File: config.mk
export PLATFORM = sky130hd
export DESIGN_NAME = core_sequencer
export DESIGN_NICKNAME = d
export VERILOG_FILES = /design/src/rtl/core_seq_pkg.sv /design/src/rtl/core_seq_watchdog.sv /design/src/rtl/core_sequencer.sv
export SDC_FILE = /design/constraint.sdc
export NUM_CORES = 1
export LEC_CHECK = 0
export CAP_MARGIN = 10
export CORE_ASPECT_RATIO = 0.75
export CORE_MARGIN = 2
export CORE_UTILIZATION = 45
export CTS_CLUSTER_DIAMETER = 50
export DETAILED_ROUTE_END_ITERATION = 10
export GPL_TIMING_DRIVEN = 0
export PLACE_DENSITY = 0.8
export SLEW_MARGIN = 20
export SYNTH_ARGS = -nofsm -noshare
export SYNTH_HDL_FRONTEND = slang
export SYNTH_SLANG_ARGS = --single-unit
File: constraint.sdc
create_clock -name clk -period 2.2 [get_ports clk]
set_input_delay 0.22 -clock clk [delete_from_list [all_inputs] [get_ports clk]]
set_output_delay 0.22 -clock clk [all_outputs]
set_load 0.02 [all_outputs]
File: src/rtl/core_seq_pkg.sv
// Shared types and constants for the instruction sequencer.
// Latency: n/a (declarations only).
// Backpressure: n/a (declarations only).
package core_seq_pkg;

  // Sequencer FSM states
  typedef enum logic [2:0] {
    IDLE,
    FETCH,
    DECODE,
    EXEC,
    WB,
    BRANCH,
    PC,
    ERR
  } state_t;

  // Instruction format codes carried in instr[1:0]
  localparam logic [1:0] FMT_BRANCH = 2'b10;
  localparam logic [1:0] FMT_RSVD   = 2'b11;

  // Watchdog counter width; must hold TIMEOUT-1
  localparam int WDOG_W = 8;

  // True for formats that go through the ALU (EXEC + WB)
  function automatic logic is_alu_fmt(input logic [1:0] fmt);
    return (fmt != FMT_BRANCH) && (fmt != FMT_RSVD);
  endfunction

endpackage

File: src/rtl/core_seq_watchdog.sv
// Timeout counter for the sequencer's wait states (FETCH, EXEC).
// Latency: expired is combinational from the count and the waiting input.
// Backpressure: none; counts while waiting is high, holds once at the limit.
module core_seq_watchdog
  import core_seq_pkg::*;
#(
  parameter int TIMEOUT = 16
) (
  input  logic clk,
  input  logic reset,
  input  logic clear,
  input  logic waiting,
  output logic expired
);

  localparam logic [WDOG_W-1:0] LIMIT = WDOG_W'(TIMEOUT - 1);

  logic [WDOG_W-1:0] count;

  // Limit reached while the awaited input is still low; an arriving input wins
  assign expired = waiting && (count == LIMIT);

  // Clear on wait-state entry, count every cycle spent waiting
  always_ff @(posedge clk or posedge reset) begin
    if (reset) begin
      count <= '0;
    end else if (clear) begin
      count <= '0;
    end else if (waiting && !expired) begin
      count <= count + WDOG_W'(1);
    end
  end

endmodule

File: src/rtl/core_sequencer.sv
// Instruction sequencer: FETCH -> DECODE -> EXEC/WB or BRANCH -> PC, with watchdog.
// Latency: instr_done in the 5th cycle counting the fetch-accept cycle (4th for branch).
// Backpressure: mem_req held until mem_valid; EXEC waits on alu_done; either wait times out to ERR.
// Optional: define CORE_SEQ_PERF_CNT_EN to build the retired-instruction counter.
module core_sequencer
  import core_seq_pkg::*;
#(
  parameter int INSTR_W = 16,
  parameter int TIMEOUT = 16
) (
  input  logic               clk,
  input  logic               reset,
  input  logic               run,
  input  logic [INSTR_W-1:0] instr_in,
  input  logic               mem_valid,
  input  logic               alu_done,
  output logic               mem_req,
  output logic [INSTR_W-1:0] instr_reg,
  output logic               en_alu,
  output logic               en_wb,
  output logic               en_pc,
  output logic               instr_done,
  output logic               busy,
  output logic               err,
  output logic [15:0]        retired_cnt
);

  state_t state;
  logic   wd_clear;
  logic   wd_wait;
  logic   wd_expired;

  // Watchdog control: clear on entry to FETCH/EXEC, count while the awaited input is low
  always_comb begin
    wd_clear = 1'b0;
    wd_wait  = 1'b0;
    case (state)
      IDLE, PC: wd_clear = run;
      DECODE:   wd_clear = is_alu_fmt(instr_reg[1:0]);
      FETCH:    wd_wait  = !mem_valid;
      EXEC:     wd_wait  = !alu_done;
      default:  ;
    endcase
  end

  core_seq_watchdog #(
    .TIMEOUT(TIMEOUT)
  ) u_watchdog (
    .clk    (clk),
    .reset  (reset),
    .clear  (wd_clear),
    .waiting(wd_wait),
    .expired(wd_expired)
  );

  assign busy = (state != IDLE) && (state != ERR);

  // Sequencer FSM; strobes are registered on the transition into their state
  always_ff @(posedge clk or posedge reset) begin
    if (reset) begin
      state      <= IDLE;
      instr_reg  <= '0;
      mem_req    <= 1'b0;
      en_alu     <= 1'b0;
      en_wb      <= 1'b0;
      en_pc      <= 1'b0;
      instr_done <= 1'b0;
      err        <= 1'b0;
    end else begin
      en_alu     <= 1'b0;
      en_wb      <= 1'b0;
      en_pc      <= 1'b0;
      instr_done <= 1'b0;
      case (state)
        IDLE: begin
          if (run) begin
            state   <= FETCH;
            mem_req <= 1'b1;
          end
        end
        FETCH: begin
          if (mem_valid) begin
            instr_reg <= instr_in;
            state     <= DECODE;
            mem_req   <= 1'b0;
          end else if (wd_expired) begin
            state   <= ERR;
            mem_req <= 1'b0;
            err     <= 1'b1;
          end
        end
        DECODE: begin
          if (instr_reg[1:0] == FMT_BRANCH) begin
            state <= BRANCH;
          end else if (instr_reg[1:0] == FMT_RSVD) begin
            // Reserved format retires as a NOP
            state      <= PC;
            en_pc      <= 1'b1;
            instr_done <= 1'b1;
          end else begin
            state  <= EXEC;
            en_alu <= 1'b1;
          end
        end
        EXEC: begin
          if (alu_done) begin
            state <= WB;
            en_wb <= 1'b1;
          end else if (wd_expired) begin
            state <= ERR;
            err   <= 1'b1;
          end
        end
        WB, BRANCH: begin
          state      <= PC;
          en_pc      <= 1'b1;
          instr_done <= 1'b1;
        end
        PC: begin
          // run is only sampled here, so a dropped run lets the instruction finish
          if (run) begin
            state   <= FETCH;
            mem_req <= 1'b1;
          end else begin
            state <= IDLE;
          end
        end
        default: begin
          state   <= ERR;
          mem_req <= 1'b0;
        end
      endcase
    end
  end

`ifdef CORE_SEQ_PERF_CNT_EN
  logic [15:0] perf_cnt;

  // Retired-instruction counter, wraps at 16 bits
  always_ff @(posedge clk or posedge reset) begin
    if (reset) begin
      perf_cnt <= 16'd0;
    end else if (instr_done) begin
      perf_cnt <= perf_cnt + 16'd1;
    end
  end

  assign retired_cnt = perf_cnt;
`else
  assign retired_cnt = 16'd0;
`endif

endmodule

==> results of run 1 <==
## repair_timing
action | in CTS | in global routing
hold buffers | 0 | 0
pin swaps | 0 | 0
endpoints found under the setup margin | 1 | 8
gates resized for setup | 2 | 4
## routing by layer
| metal | track usage (%) | vias to the layer above |
|---|---|---|
| li1 | - | 653 |
| met1 | 24.2 | 640 |
| met2 | 25.0 | 72 |
| met3 | 9.19 | 7 |
| met4 | 6.89 | 0 |
| met5 | 0 | - |
## worst paths after layout
kind,end,cells after the start,slack [ns]
setup reg to reg,mem_req,5,0.21
setup / recovery,mem_req,5,0.21
max in group asynchronous,instr_reg[15],2,1.44
hold / removal,u_watchdog.count[2],2,0.34
min in group clk,err,1,0.48
hold reg to reg,err,1,0.48
## final cells by class
type,instances,area [um2]
sequential,32,801
inverter,7,26.3
tap,52,65.1
clock inverter,3,42.5
multi-input combinational,112,781
timing repair buffer,43,433
buffer,21,149
fill,308,1270
clock buffer,5,68.8
## per-stage QoR
stage                     hold slack (ns)  instances
after floorplan                     0.336        172
after global placement              0.453        267
after detailed placement            0.455        267
after CTS                           0.372        275
after global routing                0.409        275
final                               0.340        275
## worst register-to-register path, delay by kind of cell, from the launching register on
family | cells | cell delay [ns]
DFF | 1 | 0.40
adders and majority gates | 1 | 0.24
and+or+nand+nor | 2 | 0.35
AOI/OAI and AO/OA | 2 | 0.90
## cells in the mapped netlist, types with 2 or more instances
cell | instances | share of area, %
a211oi_1 | 2 | 0.89
a21oi_1 | 8 | 2.4
a31oi_1 | 3 | 1.1
buf_4 | 17 | 7.6
clkbuf_1 | 3 | 0.67
dfrtp_1 | 32 | 47
ha_1 | 4 | 3.0
inv_1 | 7 | 1.6
mux2_2 | 17 | 11
nand2_1 | 4 | 0.89
nand2b_1 | 3 | 1.1
nand3_1 | 5 | 1.5
nand3b_1 | 2 | 0.89
nor2_1 | 11 | 2.4
nor3_1 | 5 | 1.5
nor4_1 | 3 | 1.1
o21ai_0 | 3 | 0.89
or2_2 | 2 | 0.74
or3_1 | 3 | 1.1
xnor2_1 | 3 | 1.6
## layout by cell type (no fill, tap or decap), types with 4 or more instances in the layout
cell type	netlist	routed
a21oi_1	8	8
buf_4	17	17
clkbuf_8	0	5
clkdlybuf4s50_1	0	42
conb_1	1	16
dfrtp_1	32	32
ha_1	4	4
inv_1	7	6
mux2_2	17	17
nand2_1	4	4
nand3_1	5	5
nor2_1	11	11
nor3_1	5	5
## kinds of logic after synthesis
logic type | count (synthesis) | synth area share [%]
and+or+nand+nor | 45 | 14.7
buffers and inverters | 28 | 10.1
AOI/OAI and AO/OA | 24 | 9.70
adders and majority gates | 4 | 2.96
other | 1 | 0.222
xor gates and xnor gates | 4 | 2.07
muxes | 19 | 12.8
DFF | 32 | 47.4
## power breakdown
group	internal (mW)	switching, mW	leakage (nW)
logic	0.695	0.730	0.609
registers	0.800	0.153	0.406
clock network	0.335	0.235	0.0541
==> flow_metrics.env, run 1 <==
export IMPL_critPathMaxFanout=5
export IMPL_critPathLaunchType="flip-flop"
export IMPL_synth_edf_count=0
export IMPL_core_area_um2=3640
export IMPL_initial_core_util_pct=46.4
export IMPL_maxCapViolCount=0
export IMPL_root_buffer="clkbuf_8"
export IMPL_drive_gt1_share_pct=23.3
export IMPL_power_density_nw_per_um2=1250
export IMPL_final_setup_viol_count=0
export IMPL_cp_end_kind="flip-flop"
export IMPL_cellLeakagePower_nw=1.07
export IMPL_dpl_hpwl_um=2510
export IMPL_cts_tree="built"
export IMPL_antenna_found_initial=0
export IMPL_cts_clk_slew_worst_paths_ns=0.08
export IMPL_route_detailed_drc=0
export IMPL_clkLatencyLatePin_ns=0.29
export IMPL_post_route_util_pct=65.0
export IMPL_final_setup_tns_ns=0
export IMPL_crit_family="compound AO/OA/AOI/OAI gates"
export IMPL_rsz0062_at_grt="false"
export IMPL_grt_usage_pct=18.1
export IMPL_grt_pass1_wl_um=5740
export IMPL_die_area_um2=4260
export IMPL_grt_max_degree=33
export IMPL_synth_seq_cells=32
export IMPL_viasPerCell=4.99
export IMPL_max_stage_delay_ns=0.70
export IMPL_hold_viol=0
export IMPL_synth_cell_types=40
export IMPL_synth_main_ff_cell="dfrtp_1"
export IMPL_grt_overflow_total=0
export IMPL_worst_setup_path_type="reg -> reg"
export IMPL_totalWireLength_um=3460
export IMPL_period_needed_ns=1.99
export IMPL_cp_buffers_inverters=0
export IMPL_antenna_cells_inserted=0
export IMPL_syn_area_um2=1690
export IMPL_syn_inst=157
export IMPL_crit_start="u_watchdog.count[0]"
export IMPL_cp_data_required_time_ns=2.38
export IMPL_async_flop_share_pct=100
export IMPL_setup_ws_ns=0.211
export IMPL_avgSynthCellArea_um2=10.8
export IMPL_largest_reg_flops=16
export IMPL_ant_nets=0
export IMPL_worst_pin_slew_ns=0.977
export IMPL_routed_top_layer="met4"
export IMPL_hold_path_class="in -> async"
export IMPL_dp_slack_ns=0.0398
export IMPL_max_freq_mhz=503
export IMPL_seq_area_frac_synth_pct=47.4
export IMPL_cp_slowest_cell="a2111oi_0"
export IMPL_post_route_cell_area_um2=2370
export IMPL_ys_warnings_count=0
export IMPL_portBuffers=43
export IMPL_path_cells="ha_1, and3_1, a2111oi_0, nor3b_1, o32a_1"
export IMPL_finalPower_mw=2.95
export IMPL_grt_pass1_vias=1235
export IMPL_routabilityCongestion=0.906
export IMPL_htreeDepth=2
export IMPL_vias=1372
export IMPL_place_area_um2=2240
export IMPL_wl_met1_um=1530
export IMPL_dieWidth_um=74.7
export IMPL_postCtsSetupBuffers=0
export IMPL_post_route_period_util_pct=90.4
export IMPL_drt_wirelength_per_cell_um=12.6
export IMPL_status="finished, final reports clean"
export IMPL_syn2layout_area_growth_pct=40.1
export IMPL_cts_sinks=32
export IMPL_routed_wl_met3_um=436
export IMPL_cts_buffer_depth=2
export IMPL_numCtsBuffers=5
export IMPL_dr_first_iter_drc_count=147
export IMPL_finalClockSkew_ns=0.00919
export IMPL_wl_met2_um=1440
export IMPL_ios=60
export IMPL_die_h_um=57.1
export IMPL_fp_row_count=19
export IMPL_slew_headroom_pct=34.5
export IMPL_cp_data_arrival_time_ns=2.17
export IMPL_first_pass_iters=4
export IMPL_timing_max_transition_violations_final=0
export IMPL_timing_rr_start="u_watchdog.count[0]"
export IMPL_nNetsFinal=247
export IMPL_peakVddDrop_uv=839
No activity file was read; power rests on OpenSTA's default activity.
==> inputs of run 2 (changes only) <==
SKIP_CTS_REPAIR_TIMING = 1   (was unset)
==> results of run 2 <==
No change in the layout: final DEF, timing and power equal those of run 1.
Among the figures that moved: wire length of the first global-routing pass 5740 um -> 5710 um; via count of the first global-routing pass 1235 -> 1232; overall routing resource usage 18.1% -> 17.9%; met2 usage 25.0% -> 24.7%
==> inputs of run 3 (changes only) <==
--- a/config.mk
+++ b/config.mk
@@ -14,3 +14,3 @@
 export GPL_TIMING_DRIVEN = 0
-export PLACE_DENSITY = 0.8
+export PLACE_DENSITY = 0.77
 export SKIP_CTS_REPAIR_TIMING = 1
@@ -19,2 +19,3 @@
 export SYNTH_HDL_FRONTEND = slang
+export SYNTH_HIERARCHICAL = 1
 export SYNTH_SLANG_ARGS = --single-unit
--- a/constraint.sdc
+++ b/constraint.sdc
@@ -3,2 +3,2 @@
 set_output_delay 0.22 -clock clk [all_outputs]
-set_load 0.02 [all_outputs]
+set_load 0.05 [all_outputs]
==> flow_metrics.env, run 3 <==
export IMPL_syn2layout_area_growth_pct=35.8
export IMPL_drt_wirelength_per_cell_um=13.5
export IMPL_drive_gt1_share_pct=25.1
export IMPL_ys_warnings_count=6
export IMPL_seq_area_frac_synth_pct=44.9
export IMPL_async_flop_share_pct=100
export IMPL_vias=1403
export IMPL_fp_row_count=19
export IMPL_nFillCells=300
export IMPL_portBuffers=43
export IMPL_viasPerCell=5.03
export IMPL_crit_family="simple AND/OR/NAND/NOR gates"
export IMPL_cts_tree="built"
export IMPL_cp_data_arrival_time_ns=2.17
export IMPL_final_common_cell="clkdlybuf4s50_1"
export IMPL_grt_overflow_total=0
export IMPL_wl_met2_um=1690
export IMPL_final_setup_viol_count=0
export IMPL_status="finished, final reports clean"
export IMPL_routabilityCongestion=0.928
export IMPL_netlist_area_leader_share_pct=44.9
export IMPL_initial_core_util_pct=47.7
export IMPL_root_buffer="clkbuf_8"
export IMPL_period_needed_ns=2.01
export IMPL_grt_usage_pct=18.5
export IMPL_core_area_um2=3730
export IMPL_cp_buffers_inverters=2
export IMPL_routed_wl_met3_um=278
export IMPL_antenna_found_initial=0
export IMPL_cellLeakagePower_nw=1.10
export IMPL_critPathMaxFanout=10
export IMPL_dpl_hpwl_um=2810
export IMPL_ant_nets=0
export IMPL_cp_slowest_cell="dfrtp_1"
export IMPL_reg2regPathDepth=7
export IMPL_multi_input_area_um2=828
export IMPL_max_freq_mhz=498
export IMPL_die_h_um=58.5
export IMPL_synth_cell_types=42
export IMPL_nNetsFinal=252
export IMPL_worst_pin_slew_ns=0.905
export IMPL_critPathLaunchType="flip-flop"
export IMPL_htreeDepth=2
export IMPL_dp_cells=272
export IMPL_maxCapViolCount=0
export IMPL_post_route_util_pct=64.8
export IMPL_post_route_period_util_pct=91.2
export IMPL_synth_main_ff_cell="dfrtp_1"
export IMPL_timing_max_transition_violations_final=0
export IMPL_rsz0062_at_grt="false"
export IMPL_cts_buffer_depth=2
export IMPL_synth_seq_cells=32
export IMPL_cp_depth=7
export IMPL_wl_met1_um=1740
export IMPL_layout_common_cells="clkdlybuf4s50_1, dfrtp_1, buf_4"
export IMPL_grt_max_degree=25
export IMPL_totalWireLength_um=3770
export IMPL_synth_area_leader_cell="dfrtp_1"
export IMPL_synthTopCellsByArea="dfrtp_1, mux2_4, buf_4"
export IMPL_largest_reg_flops=16
export IMPL_dr_first_iter_drc_count=45
export IMPL_numCtsBuffers=5
export IMPL_yosys_top_cells_count="dfrtp_1, buf_4, mux2_4"
export IMPL_grt_pass1_vias=1316
export IMPL_timing_rr_start="state[2]"
export IMPL_cp_data_required_time_ns=2.36
export IMPL_path_cells="clkbuf_2, inv_1, and4_2, and3_2, nor2_1, and3_1, o32a_1"
export IMPL_hold_viol=0
export IMPL_dieWidth_um=76.7
export IMPL_first_pass_iters=4
export IMPL_finalClockSkew_ns=0.00561
export IMPL_avgSynthCellArea_um2=11.0
export IMPL_post_synth_top_count_cell="dfrtp_1"
export IMPL_whs_ns=0.224
export IMPL_antenna_cells_inserted=0
export IMPL_crit_start="state[2]"
export IMPL_cp_end_kind="flip-flop"
export IMPL_hold_path_class="in -> async"
export IMPL_syn_area_um2=1780
export IMPL_peakVddDrop_uv=971
export IMPL_final_setup_tns_ns=0
export IMPL_register_area_um2=801
export IMPL_routed_top_layer="met4"
export IMPL_max_stage_delay_ns=0.43
export IMPL_slew_headroom_pct=39.6
export IMPL_syn_inst=162
export IMPL_finalPower_mw=3.39
export IMPL_die_area_um2=4480
export IMPL_stdcell_count=279
export IMPL_route_detailed_drc=0
export IMPL_worst_setup_path_type="reg -> reg"
export IMPL_grt_pass1_wl_um=6510
export IMPL_cts_clk_slew_worst_paths_ns=0.07
export IMPL_power_density_nw_per_um2=1400
export IMPL_cts_sinks=32
export IMPL_clkLatencyLatePin_ns=0.28
export IMPL_synth_edf_count=0
export IMPL_ios=60
run 3: cell count changes after synthesis, moves of 3 or more:
cell | previous run | this run
nor3_1 | 5 | 8
mux2_4 | 1 | 11
xnor2_1 | 3 | 0
mux2_2 | 17 | 8
nor2_1 | 11 | 6
nor2b_1 | 0 | 6
run 3: final cells by class:
type	count	share of cell area (%)
plain buffers	24	7.50
clock buffers	5	2.84
clock inverters	2	0.517
inverters	8	1.24
multi-input cells	113	34.2
flip-flops and latches	32	33.1
well taps	52	2.69
repair buffers	43	17.9
run 3: through the flow:
step | setup slack, ns | instance area [um2]
2_1_floorplan | 0.393 | 1840
3_3_place_gp | 0.174 | 2330
3_5_place_dp | 0.161 | 2330
4_1_cts | -0.168 | 2410
5_1_grt | 0.0384 | 2420
6_report | 0.194 | 2420
run 3: cell families (layout without fill, tap and decap cells):
| group | after synthesis | count (layout) | share of synthesized area [%] |
|---|---|---|---|
| AND/OR/NAND/NOR | 49 | 49 | 15.8 |
| flip-flops | 32 | 32 | 44.9 |
| buffers and inverters | 32 | 82 | 11.8 |
| AO/OA/AOI/OAI | 23 | 23 | 8.99 |
| multiplexers | 21 | 21 | 15.4 |
| adder cells (fa/ha/maj) | 4 | 4 | 2.81 |
| other | 1 | 16 | 0.210 |
run 3: metal layers:
layer | track usage, % | up-vias
li1 | - | 670
met1 | 25.8 | 667
met2 | 29.1 | 59
met3 | 4.29 | 7
met4 | 5.97 | 0
met5 | 0 | -
run 3: worst paths after layout:
check / slack, ns / endpoint
worst max register to register: 0.19 / mem_req
min in group clk: 0.48 / err
worst min register to register: 0.48 / err
worst min-delay path: 0.22 / u_watchdog/count[4]
max in group asynchronous: 1.17 / mem_req
worst max-delay path: 0.19 / mem_req
run 3: where the power goes:
part           internal (mW)  switching (mW)  leakage (nW)
registers              0.801           0.163         0.406
logic                  0.792            1.20         0.655
clock network          0.214           0.221        0.0400
total                   1.81            1.59          1.10
